$ cat config.mk
export PLATFORM = sky130hd
export DESIGN_NAME = ripple_counter
export DESIGN_NICKNAME = d
export VERILOG_FILES = /design/src/rtl/ripple_counter.sv
export SDC_FILE = /design/constraint.sdc
export NUM_CORES = 1
export LEC_CHECK = 0
export CORE_AREA = 2 2 39 41
export CTS_BUF_LIST = sky130_fd_sc_hd__clkbuf_8
export DETAILED_ROUTE_END_ITERATION = 12
export DIE_AREA = 0 0 41 43
export PLACE_DENSITY = 0.55
export REMOVE_ABC_BUFFERS = 1
export SLEW_MARGIN = 30
export SYNTH_ARGS = -nofsm -noshare
export SYNTH_HDL_FRONTEND = slang
export SYNTH_SLANG_ARGS = --single-unit
$ cat constraint.sdc
create_clock -name clk -period 2.3 [get_ports clk]
set_input_delay 0.46 -clock clk [delete_from_list [all_inputs] [get_ports clk]]
set_output_delay 0.46 -clock clk [all_outputs]
set_load 0.01 [all_outputs]
$ cat src/rtl/ripple_counter.sv
// ripple_counter: WIDTH-bit sync up/down counter built from toggle cells on a rippled carry/borrow chain; ports clk, rstn (active-high sync reset), en, up, ld, din, out, tc, plus sticky ovf when RIPPLE_COUNTER_OVF_STICKY_EN is defined
module ripple_counter #(
  parameter int WIDTH = 4
) (
  input  logic             clk,
  input  logic             rstn,
  input  logic             en,
  input  logic             up,
  input  logic             ld,
  input  logic [WIDTH-1:0] din,
  output logic [WIDTH-1:0] out,
`ifdef RIPPLE_COUNTER_OVF_STICKY_EN
  output logic             ovf,
`endif
  output logic             tc
);
  logic [WIDTH-1:0] t;
  assign t[0] = en;
  for (genvar i = 1; i < WIDTH; i++) begin : g_t
    assign t[i] = t[i-1] & (up ? out[i-1] : ~out[i-1]);
  end
  assign tc = ~rstn & ~ld & t[WIDTH-1] & (up ? out[WIDTH-1] : ~out[WIDTH-1]);
  always_ff @(posedge clk)
    out <= rstn ? '0 : ld ? din : out ^ t;
`ifdef RIPPLE_COUNTER_OVF_STICKY_EN
  always_ff @(posedge clk)
    ovf <= ~rstn & ~ld & (ovf | tc);
`endif
endmodule

==> summary.md <==
| Metric | Value |
|---|---|
| Synth Area in Compound Gates | `21.8%` |
| Synth Area in XOR/XNOR | `8.47%` |
| Adder-cell share of the synthesized area | `0%` |
| Cell row count | `14` |
| Synth Register Bits | `4` |
| Avg WL per Cell | `12.0 um` |
| Post-route minimum period | `2.25 ns` |
| Skew-Pair Late Insertion Delay | `0.22 ns` |
| RePlAce Congestion | `0.740` |
| Cell Area, Synth | `310 um2` |
| Layout filler cell count | `152` |
| Setup WS pre-CTS | `-0.300 ns` |
| Post-CTS Setup Bufs | `0` |
| Post-synth top area cell | `dfxtp_1` |
| Worst-Margin Slew | `0.316 ns` |
| Category of the most critical setup path | `input port to primary output` |
| Count leader, synth | `nor2_1` |
| WL met2 | `468 um` |
| Status | `complete, no violations` |
| Initial DRC Count | `4` |
| Biggest regs | `out (4)` |
| Largest cells by area after synthesis | `dfxtp_1, nor2_1, xor2_1` |
| Yosys cell types | `25` |
| CTS sink cnt | `4` |
| Main flop type after synthesis | `dfxtp_1` |
| Setup-failing EPs final | `0` |
| FFs w/ async S/R, synth | `0%` |
| Largest family of logic cells by synthesized area | `simple AND/OR/NAND/NOR gates` |
| Aggregate global-route resource usage | `11.5%` |
| Vias | `377` |
| Die Area | `1760 um2` |
| Final setup margin | `0.0535 ns` |
| Total iterations of the first detailed-routing run | `4` |
| DIE WIDTH | `41 um` |
| Multiplexer area fraction after synthesis | `0%` |
| Pwr Density | `572 nW/um2` |
| Lkg Pwr | `0.230 nW` |
| Layout Nets | `71` |
| Sequential share of the synthesized area | `25.8%` |
| Reg2Reg Setup Slack | `0.88 ns` |
| DRC Markers | `0` |
| Fin crit share | `97.7%` |
| Die Ht | `43 um` |
| Required @ worst endpoint | `1.84 ns` |
| H-tree Lvls | `1` |
| Vias in the first global route | `332` |
| Via/cell ratio | `4.96` |
| Post-synth EDFFs | `0` |
| Hold Violations, Final | `0` |
| DR top layer | `met4` |
| CTS tree | `done` |
| Type of origin of the critical path | `input port` |
| Core area | `1380 um2` |
| Syn Area/Cell | `7.76 um2` |
| Routed met1 length | `389 um` |
| Final WL | `912 um` |
| Congestion Overflow GR | `0` |
| Hold WS | `0.658 ns` |
| Fin cells | `76` |
| Worst IR Drop VDD | `0.390 mV` |
| Crit. End Element | `primary output` |
| Crit path DAT | `1.79 ns` |
| Top Ports | `14` |
| Synth warn | `0` |
| Layout cells sized above 1 | `23.3%` |
| CTS Buf Count | `3` |
| Largest register FFs | `4` |
| Top cell type's share of synthesized area | `25.8%` |
| Simple logic cell fraction of the synthesized area | `36.3%` |
| Initial antenna violation count | `0` |
| Final slew viol count | `0` |
| Initial core utilization | `22.4%` |
| Max Root-Sink Buffers | `2` |
| Root buffer cell | `clkbuf_8` |
| Dpl cells | `73` |
| Hold-fix buffers, CTS | `0` |
| Largest net degree at the start of global routing | `10` |
| Antenna-violating nets left | `0` |
| Clock skew | `0.0000727 ns` |
| Final Power | `0.312 mW` |
| HPWL after DPL | `661 um` |
| Synth top cells by count | `nor2_1, dfxtp_1, inv_1, nand2_1` |
| Syn Inst Count | `40` |
| Slew HR | `78.4%` |
| First-pass GRT wire length | `1.37 mm` |
| Max Fclk | `0.445 GHz` |
| Port-buffer cells | `13` |
| Metal3 WL | `37 um` |
| Core Util, Final | `39.4%` |
| Hold Crit Class | `flip-flop to flip-flop` |
| Clk slew on worst S/H paths | `0.03 ns` |
| Diode count | `0` |
| CP max FO | `3` |
| Total of max-cap violations | `0` |
| Most flop-heavy register | `out` |
| Area grow syn2layout | `75.8%` |
per-stage QoR:
step	TNS (ns)	instance area, um2
6_report	0	546
3_5_place_dp	-0.300	500
5_1_grt	-0.0182	546
4_1_cts	0	541
2_1_floorplan	0	298
3_3_place_gp	-0.261	500
where the power goes:
part           switching (mW)  internal [mW]
combinational          0.0318         0.0456
clock                  0.0363          0.111
sequential             0.0104         0.0762
total                  0.0784          0.233
critical path, stage by stage:
cell             delay (ns)
clkdlybuf4s50_1        0.49
nor4_4                 0.34
o21ai_1                0.09
nor4_1                 0.24
clkbuf_2               0.18
worst paths after layout:
| check | startpoint | endpoint | depth (start not counted) |
|---|---|---|---|
| worst min-delay path | out[2] | out[2] | 2 |
| worst max-delay path | up | tc | 5 |
| worst min register to register | out[2] | out[2] | 2 |
| worst max register to register | out[0] | out[3] | 4 |
kinds of logic after synthesis:
kind of cell / Yosys count
AOI/OAI and AO/OA: 8
xor gates and xnor gates: 3
buffers and inverters: 6
DFF: 4
and+or+nand+nor: 19
metal layers:
| layer | global-route usage [%] | up-vias |
|---|---|---|
| met3 | 1.57 | 2 |
| met5 | 0 | - |
| met4 | 8.00 | 0 |
| met1 | 13.7 | 173 |
| met2 | 17.8 | 12 |
| li1 | - | 190 |
layout by cell type (no fill, tap or decap), types with 2 or more instances in the layout:
| cell | count |
|---|---|
| clkbuf_8 | 3 |
| nor2_1 | 5 |
| inv_1 | 3 |
| xor2_1 | 2 |
| nor3_1 | 2 |
| and3_1 | 2 |
| clkdlybuf4s50_1 | 12 |
| nand2_1 | 3 |
| dfxtp_1 | 4 |
| buf_4 | 7 |
area by class of cell:
cell class	count	area, um2	share of cell area, %
Timing Repair Buffer	20	178	32.6
Inverter	3	11.3	2.06
Multi-Input combinational cell	30	215	39.4
Clock buffer	3	41.3	7.57
Sequential cell	4	80.1	14.7
Tap cell	16	20.0	3.67
repair_timing:
action                     CTS  global route
setup endpoints to repair    1             1
hold endpoints to repair     0             0
resized for setup            3             2
No activity file was read; power rests on OpenSTA's default activity.
